File: src/rtl/dt_pkg.sv
// Shared types and constants for the distance-transform result-memory path.
package dt_pkg;

  localparam int RES_ADDR_W = 14;
  localparam int RES_DATA_W = 8;

  typedef struct packed {
    logic                  we;
    logic [RES_ADDR_W-1:0] addr;
    logic [RES_DATA_W-1:0] wdata;
  } res_cmd_t;

  typedef enum logic {
    FREE  = 1'b0,
    OWNED = 1'b1
  } arb_state_t;

  // (v + 1) mod n, used to advance the round-robin pointer past a requester
  function automatic int unsigned inc_mod(input int unsigned v, input int unsigned n);
    return (v + 1 >= n) ? 0 : v + 1;
  endfunction

endpackage

File: src/rtl/dt_res_arbiter_if.sv
// Requester-side bundle of the result-memory arbiter: commands in, grants and read returns out.
interface dt_res_arbiter_if #(
  parameter int NREQ   = 2,
  parameter int ADDR_W = dt_pkg::RES_ADDR_W,
  parameter int DATA_W = dt_pkg::RES_DATA_W
);

  logic [NREQ-1:0]             req;
  logic [NREQ-1:0]             we;
  logic [NREQ-1:0]             lock;
  logic [NREQ-1:0][ADDR_W-1:0] addr;
  logic [NREQ-1:0][DATA_W-1:0] wdata;
  logic [NREQ-1:0]             gnt;
  logic [NREQ-1:0]             rvalid;
  logic [DATA_W-1:0]           rdata;

  modport master (
    output req, we, lock, addr, wdata,
    input  gnt, rvalid, rdata
  );

  modport slave (
    input  req, we, lock, addr, wdata,
    output gnt, rvalid, rdata
  );

endinterface

File: src/rtl/dt_rr_pick.sv
// Combinational rotating-priority picker: first set request at or after start wins, one-hot out.
module dt_rr_pick #(
  parameter int N  = 2,
  parameter int IW = 1
) (
  input  logic [N-1:0]  req,
  input  logic [IW-1:0] start,
  output logic [N-1:0]  gnt
);

  int   idx;
  logic found;

  always_comb begin
    gnt   = '0;
    found = 1'b0;
    idx   = 0;
    for (int k = 0; k < N; k++) begin
      idx = (int'(start) + k) % N;
      if (!found && req[idx]) begin
        gnt[idx] = 1'b1;
        found    = 1'b1;
      end
    end
  end

endmodule

File: src/rtl/dt_res_arbiter.sv
// Single-port result-memory arbiter with lock/hold-timeout and registered memory bus.
// Define DT_ARB_RR_EN for round-robin arbitration in FREE; otherwise fixed priority (lowest index).
module dt_res_arbiter
  import dt_pkg::*;
#(
  parameter int NREQ     = 2,
  parameter int ADDR_W   = RES_ADDR_W,
  parameter int DATA_W   = RES_DATA_W,
  parameter int HOLD_MAX = 16
) (
  input  logic              clk,
  input  logic              reset,
  dt_res_arbiter_if.slave   bus,
  output logic              lock_err,
  output logic              res_wr,
  output logic              res_rd,
  output logic [ADDR_W-1:0] res_addr,
  output logic [DATA_W-1:0] res_do,
  input  logic [DATA_W-1:0] res_di
);

  localparam int IW = (NREQ > 1) ? $clog2(NREQ) : 1;
  localparam int HW = $clog2(HOLD_MAX + 1);

  arb_state_t      state, state_nx;
  logic [IW-1:0]   owner, owner_nx;
  logic [HW-1:0]   hc, hc_nx;
  logic            lock_err_nx;

  logic [NREQ-1:0] pick;
  logic [NREQ-1:0] gnt;
  logic            acc;
  logic [IW-1:0]   win;
  res_cmd_t        cmd;
  logic            cmd_lock;

  logic [IW-1:0]   rd_tag_p1;
  logic [NREQ-1:0] rvalid_nx;
  logic [NREQ-1:0] vld_p2;

`ifdef DT_ARB_RR_EN
  logic [IW-1:0]   ptr, ptr_nx;

  function automatic logic [IW-1:0] next_idx(input logic [IW-1:0] i);
    return IW'(inc_mod(int'(i), NREQ));
  endfunction

  dt_rr_pick #(.N(NREQ), .IW(IW)) u_pick (
    .req   (bus.req),
    .start (ptr),
    .gnt   (pick)
  );
`else
  always_comb begin
    pick = '0;
    for (int i = NREQ - 1; i >= 0; i--) begin
      if (bus.req[i]) begin
        pick    = '0;
        pick[i] = 1'b1;
      end
    end
  end
`endif

  // Grant depends only on req, state, owner and pointer; forced low while in reset
  always_comb begin
    gnt = '0;
    if (!reset) begin
      gnt = '0;
    end else if (state == FREE) begin
      gnt = pick;
    end else begin
      gnt[owner] = bus.req[owner];
    end
  end

  assign bus.gnt = gnt;
  assign acc     = |(bus.req & gnt);

  always_comb begin
    win = '0;
    for (int i = 0; i < NREQ; i++) begin
      if (gnt[i]) win = IW'(i);
    end
  end

  always_comb begin
    cmd.we    = bus.we[win];
    cmd.addr  = bus.addr[win];
    cmd.wdata = bus.wdata[win];
    cmd_lock  = bus.lock[win];
  end

  // Ownership state machine: next state, hold counter, sticky error, pointer
  always_comb begin
    state_nx    = state;
    owner_nx    = owner;
    hc_nx       = hc;
    lock_err_nx = lock_err;
`ifdef DT_ARB_RR_EN
    ptr_nx      = ptr;
`endif
    case (state)
      FREE: begin
        if (acc) begin
          if (cmd_lock) begin
            state_nx = OWNED;
            owner_nx = win;
            hc_nx    = HW'(1);
          end else begin
`ifdef DT_ARB_RR_EN
            ptr_nx = next_idx(win);
`endif
          end
        end
      end
      OWNED: begin
        if (acc && !cmd_lock) begin
          state_nx = FREE;
          hc_nx    = '0;
`ifdef DT_ARB_RR_EN
          ptr_nx   = next_idx(owner);
`endif
        end else if (hc == HW'(HOLD_MAX)) begin
          state_nx    = FREE;
          hc_nx       = '0;
          lock_err_nx = 1'b1;
`ifdef DT_ARB_RR_EN
          ptr_nx      = next_idx(owner);
`endif
        end else begin
          hc_nx = hc + HW'(1);
        end
      end
      default: state_nx = FREE;
    endcase
  end

  always_ff @(posedge clk or negedge reset) begin
    if (!reset) begin
      state    <= FREE;
      owner    <= '0;
      hc       <= '0;
      lock_err <= 1'b0;
`ifdef DT_ARB_RR_EN
      ptr      <= '0;
`endif
    end else begin
      state    <= state_nx;
      owner    <= owner_nx;
      hc       <= hc_nx;
      lock_err <= lock_err_nx;
`ifdef DT_ARB_RR_EN
      ptr      <= ptr_nx;
`endif
    end
  end

  // Stage p1: accepted beat onto the memory bus; read tag remembered for the return
  always_ff @(posedge clk or negedge reset) begin
    if (!reset) begin
      res_wr    <= 1'b0;
      res_rd    <= 1'b0;
      res_addr  <= '0;
      res_do    <= '0;
      rd_tag_p1 <= '0;
    end else begin
      res_wr <= acc & cmd.we;
      res_rd <= acc & ~cmd.we;
      if (acc) begin
        res_addr <= cmd.addr;
        if (cmd.we) res_do <= cmd.wdata;
        else        rd_tag_p1 <= win;
      end
    end
  end

  always_comb begin
    rvalid_nx = '0;
    if (res_rd) rvalid_nx[rd_tag_p1] = 1'b1;
  end

  // Stage p2: read return, data passed straight through from the memory
  always_ff @(posedge clk or negedge reset) begin
    if (!reset) vld_p2 <= '0;
    else        vld_p2 <= rvalid_nx;
  end

  assign bus.rvalid = vld_p2;
  assign bus.rdata  = res_di;

endmodule

File: src/flat_wrapper.sv
// flat-port wrapper written by rule: the top's interface ports become plain ports
module dt_res_arbiter_flat import dt_pkg::*;
#(
  parameter int NREQ     = 2,
  parameter int ADDR_W   = RES_ADDR_W,
  parameter int DATA_W   = RES_DATA_W,
  parameter int HOLD_MAX = 16
)
  (clk, reset, lock_err, res_wr, res_rd, res_addr, res_do, res_di, bus_req, bus_we, bus_lock, bus_addr, bus_wdata, bus_gnt, bus_rvalid, bus_rdata);
  dt_res_arbiter_if #(.NREQ(NREQ), .ADDR_W(ADDR_W), .DATA_W(DATA_W)) bus_i ();
  input  logic clk;
  input  logic reset;
  output logic lock_err;
  output logic res_wr;
  output logic res_rd;
  output logic [ADDR_W-1:0] res_addr;
  output logic [DATA_W-1:0] res_do;
  input  logic [DATA_W-1:0] res_di;
  input wire logic [$bits(bus_i.req)-1:0] bus_req;
  input wire logic [$bits(bus_i.we)-1:0] bus_we;
  input wire logic [$bits(bus_i.lock)-1:0] bus_lock;
  input wire logic [$bits(bus_i.addr)-1:0] bus_addr;
  input wire logic [$bits(bus_i.wdata)-1:0] bus_wdata;
  output wire logic [$bits(bus_i.gnt)-1:0] bus_gnt;
  output wire logic [$bits(bus_i.rvalid)-1:0] bus_rvalid;
  output wire logic [$bits(bus_i.rdata)-1:0] bus_rdata;
  assign bus_i.req = bus_req;
  assign bus_i.we = bus_we;
  assign bus_i.lock = bus_lock;
  assign bus_i.addr = bus_addr;
  assign bus_i.wdata = bus_wdata;
  assign bus_gnt = bus_i.gnt;
  assign bus_rvalid = bus_i.rvalid;
  assign bus_rdata = bus_i.rdata;
  dt_res_arbiter #(.NREQ(NREQ), .ADDR_W(ADDR_W), .DATA_W(DATA_W), .HOLD_MAX(HOLD_MAX)) u_core (.clk(clk), .reset(reset), .bus(bus_i), .lock_err(lock_err), .res_wr(res_wr), .res_rd(res_rd), .res_addr(res_addr), .res_do(res_do), .res_di(res_di));
endmodule
File: config.mk
export PLATFORM = sky130hd
export DESIGN_NAME = dt_res_arbiter_flat
export DESIGN_NICKNAME = d
export VERILOG_FILES = /design/src/rtl/dt_pkg.sv /design/src/rtl/dt_res_arbiter_if.sv /design/src/rtl/dt_rr_pick.sv /design/src/rtl/dt_res_arbiter.sv /design/src/flat_wrapper.sv
export SDC_FILE = /design/constraint.sdc
export NUM_CORES = 1
export LEC_CHECK = 0
export ABC_AREA = 1
export BUFFER_PORTS_ARGS = -buffer_cell sky130_fd_sc_hd__buf_2
export CAP_MARGIN = 20
export CORE_ASPECT_RATIO = 0.8
export CORE_MARGIN = 1.5
export CORE_UTILIZATION = 40
export CTS_BUF_LIST = sky130_fd_sc_hd__clkbuf_16
export DETAILED_ROUTE_END_ITERATION = 12
export PLACE_DENSITY = 0.81
export REMOVE_ABC_BUFFERS = 1
export SETUP_SLACK_MARGIN = 0.02
export SKIP_LAST_GASP = 1
export SLEW_MARGIN = 10
export SYNTH_ARGS = -nofsm -noshare
export SYNTH_HDL_FRONTEND = slang
export SYNTH_SLANG_ARGS = --single-unit
File: constraint.sdc
create_clock -name clk -period 1.8 [get_ports clk]
set_clock_uncertainty 0.15 [all_clocks]
set_input_delay 0.27 -clock clk [delete_from_list [all_inputs] [get_ports clk]]
set_output_delay 0.27 -clock clk [all_outputs]
set_load 0.03 [all_outputs]
* After elaboration in Yosys (flattened, before gate mapping)
Cells that the tools add are included.
** Operators by class
- Magnitude comparators :: 5
- Multiply operators :: 0
- Shift operators :: 0
- Div/mod/pow operators :: 0
- Reduce and logical (&&, ||, !) cells :: 10
- Bitwise gates (word level) :: 7
- $add $sub $neg :: 1
- Equal/unequal tests :: 3
- Multiplexer cells :: 30
** Operators with widths (number)
- $mux 14 :: 2
- $mux 5 :: 4
- $mux 8 :: 2
- $mux 1 :: 13
- $mux 2 :: 5
- $pmux 5 s2 :: 1
- $lt 1x2->1 const B :: 3
- $reduce_and 2->1 :: 3
- $reduce_and 3->1 :: 2
- $add 5x1->5 const B :: 1
- $eq 5x5->1 const B :: 1
- $and 2x2->2 :: 2
- $ne 2x1->1 const B :: 2
- $logic_and 1x1->1 :: 3
- $not 1->1 :: 3
- $and 1x1->1 :: 2
- $demux 1 s1 :: 2
- $ge 1x1->1 const B :: 2
- $pmux 1 s2 :: 1
- $reduce_or 2->1 :: 1
- $logic_not 1->1 :: 1
** Storage, ports and cells
- Word-level logic and storage cells :: 66
- ROM bits :: 0
- RAM bits :: 0
- Latch bits :: 0
- Output and inout bits :: 37
- Memories kept :: 0
- Bits in registers :: 35

* Depth between registers and ports, before layout
- Depth after elaboration :: 14
- Gate-level depth with buffers :: 11
- Gate-level depth less buffers :: 9

* Least setup slack after synthesis
No wires, ideal clock.
- Path kind :: reg-to-output
- Start :: register u_core.state
- End :: output bus_gnt[1]
- Path slack :: 0.224 ns
- Arrival :: 1.156 ns
- Required time :: 1.380 ns
- Stages on the path, launching flop included :: 7
- Path through :: dfrtp_1 > buf_6 > o21ai_4 > nand2_4 > inv_2 > buf_2 > buf_4
** Between the ends
- Cells in the longest elaborated chain, start to end :: 2
** Ends and longest elaborated chain
- from (decl) :: line dt_res_arbiter.sv:25 : arb_state_t state, state_nx;
- from (signal assigned) :: line dt_res_arbiter.sv:149 : state <= state_nx;
- $mux 2 :: line dt_res_arbiter.sv:70 : end else if (state == FREE) begin
- $mux 2 :: line dt_res_arbiter.sv:68 : if (!reset) begin
- to (decl) :: line flat_wrapper.sv:24 : output wire logic [$bits(bus_i.gnt)-1:0] bus_gnt;
Every way passes these cells.

* Worst setup path in the final report
- Start :: register u_core.state
- End :: output bus_gnt[0]
Same word-level chain as after synthesis.

==> qor.txt <==
Total power: 3.25 mW
Yosys warning total: 0
ANT nets after route: 0
Final hold violations: 0
CP required: 1.38 ns
Start of the worst register-to-register path: u_core.state
Nets: 364
Vias in the first global route: 1,538
Iter 0 DRT Violations: 90
Outcome: finished, final reports clean
Initial antenna violation count: 0
GR Overflow Total: 0
Residual DRC: 0
Worst min-delay path startpoint: bus_addr[11]
Tmin final: 1.69 ns
Die Wd: 78.4 µm
TritonCTS clock tree: yes
Placed cell area: 2230 µm²
Largest net degree at the start of global routing: 24
Distinct cells, synth: 24
DR pass1 iterations: 4
DR WL/cell: 11.4 µm
Worst setup margin: 0.107 ns
Slew Limit Fails: 0
Worst slack at placement: 0.186 ns
Initial core utilization: 42.5%
Finished Cell Area: 2400 µm²
Arrival time worst endpoint: 1.27 ns
Worst slew pin tran: 0.532 ns
R2R setup slack: 0.18 ns
Power Density: 1350 nW/µm²
First-pass GRT wire length: 6.76 mm
Ant diodes: 0
Hold Crit Class: in -> reg
Latest clock arrival within the worst-skew pair: 0.27 ns
Crit start category: flop
Fmax: 590 MHz
Non-Filler Instances: 359
Crit-path max FO: 3
Setup TNS: 0 ns
Sink Count: 35
Setup crit end kind: output port
Clk root buf: clkbuf_16
Sequential area share after synthesis: 48.1%
Maximum vdd ir drop: 0.000697 V
Flops & latches, synth: 35
I/O Buffers: 80
Area Growth Syn to Fin: 31.8%
Layout cells sized above 1: 35.4%
Row cnt: 21
Post-layout util: 56.0%
Max Cap Violations: 0
DP Cell Count: 349
Max clock buf depth: 2
Total CTS buffers: 5
Routed wire length: 4.10 mm
Post-DP HPWL: 3.16 mm
Syn_area_per_cell: 8.23 µm²
Worst relative slew slack: 64.4%
# IOs: 97
Gpl congestion: 0.906
Post-Synthesis Cell Area: 1820 µm²
CTS H-tree depth: 2
Crit path launch: u_core.state
Die area: 4960 µm²
LEAKAGE: 1.41 nW
Vias post-DR: 1,689
Core area: 4280 µm²
Final setup viols: 0
Gr usage total: 17.3%
Cells after Synth: 221
Min Hold Slack: 0.0599 ns
Period Utilization, post-route: 94.1%
Critical setup path kind: reg -> out
Die height: 63.3 µm
Worst-path clk slew: 0.05 ns
RSZ-0062 raised after global routing: false
DR vias/cell: 4.70
[placed cells by master (no fill, tap or decap)]
cell type / count
nor2_1: 3
clkbuf_16: 5
buf_2: 79
dlygate4sd3_1: 2
o21ai_4: 1
inv_4: 1
buf_4: 7
clkinv_1: 1
dfrtp_1: 35
nand2_1: 106
o21ai_1: 1
a21o_1: 1
inv_2: 1
xnor2_1: 1
a31oi_1: 1
nand3_1: 26
nand2_8: 1
nand3_4: 1
nand4_1: 2
xor2_1: 2
inv_6: 1
nand2_4: 6
clkinv_2: 1
nand3_2: 1
nand3b_1: 1
ha_1: 2
inv_1: 11
buf_12: 1
o21ai_2: 1
[worst max-delay path, cell delays in order (launching register included)]
cell	delay, ns
dfrtp_1	0.44
nand2_4	0.11
nand3_1	0.13
inv_1	0.12
buf_2	0.21
[cell type report]
cell class                      instances  area (µm²)
Clock buffer                            5         125
Timing Repair Buffer                   89         488
Clock inverter                          2        8.76
Tap cell                               57        71.3
Inverter                               14        60.1
Sequential cell                        35         876
Fill cell                             415        1880
Multi-Input combinational cell        157         769
[cells in the mapped netlist (all sizes together)]
library cell | count | area share [%]
a31oi | 1 | 0.34
xor2 | 2 | 0.96
o21ai | 3 | 1.7
nand3b | 1 | 0.41
inv | 14 | 3.0
buf | 15 | 6.5
xnor2 | 1 | 0.48
nand3 | 28 | 8.7
nand4 | 2 | 0.69
nand2 | 113 | 27
dfrtp | 35 | 48
a21o | 1 | 0.41
ha | 2 | 1.4
nor2 | 3 | 0.62
[worst paths after layout]
path	endpoint	cells after the start
worst min-delay path	u_core.res_addr[11]	3
max in group asynchronous	u_core.res_addr[3]	3
min in group asynchronous	u_core.bus.rvalid[0]	3
worst min register to register	u_core.bus.rvalid[0]	1
worst max register to register	u_core.res_do[3]	8
worst max-delay path	bus_gnt[0]	4
[metal layers]
metal,routed length [µm],global-route usage [%],part of all wire [%],vias to the layer above
met2,1830,27.7,45,86
li1,-,-,-,847
met3,382,6.23,9.3,3
met1,1860,22.2,45,753
met4,25,4.69,0.61,0
met5,0,0,0,-
[kinds of logic (layout without fill, tap and decap cells)]
logic type	count (synthesis)	in the layout	share of synthesized area, %
buffers and inverters	29	110	9.56
adders and majority gates	2	2	1.38
AOI/OAI and AO/OA	5	5	2.41
xor gates and xnor gates	3	3	1.44
DFF	35	35	48.1
and+or+nand+nor	147	147	37.1
[registers in the layout (all words and copies together) (netlist names)]
signal,cells
u_core.bus.rvalid,2
u_core.hc,5
u_core.lock_err,1
u_core.owner,1
u_core.rd_tag_p1,1
u_core.res_addr,14
u_core.res_do,8
u_core.res_rd,1
u_core.res_wr,1
u_core.state,1
[power breakdown]
part           switching (mW)  leakage [nW]  internal [mW]  total (mW)
Clock                   0.289        0.0671          0.496       0.785
Combinational           0.837         0.899          0.420        1.26
Sequential              0.176         0.443           1.03        1.21
[what timing repair did]
action | CTS | global route
setup endpoints to repair | 1 | 0
buffers inserted | 1 | 0
hold buffers | 2 | 0
endpoints found under the hold margin | 35 | 0
gates resized for setup | 3 | 0
No activity file was read; power rests on OpenSTA's default activity.
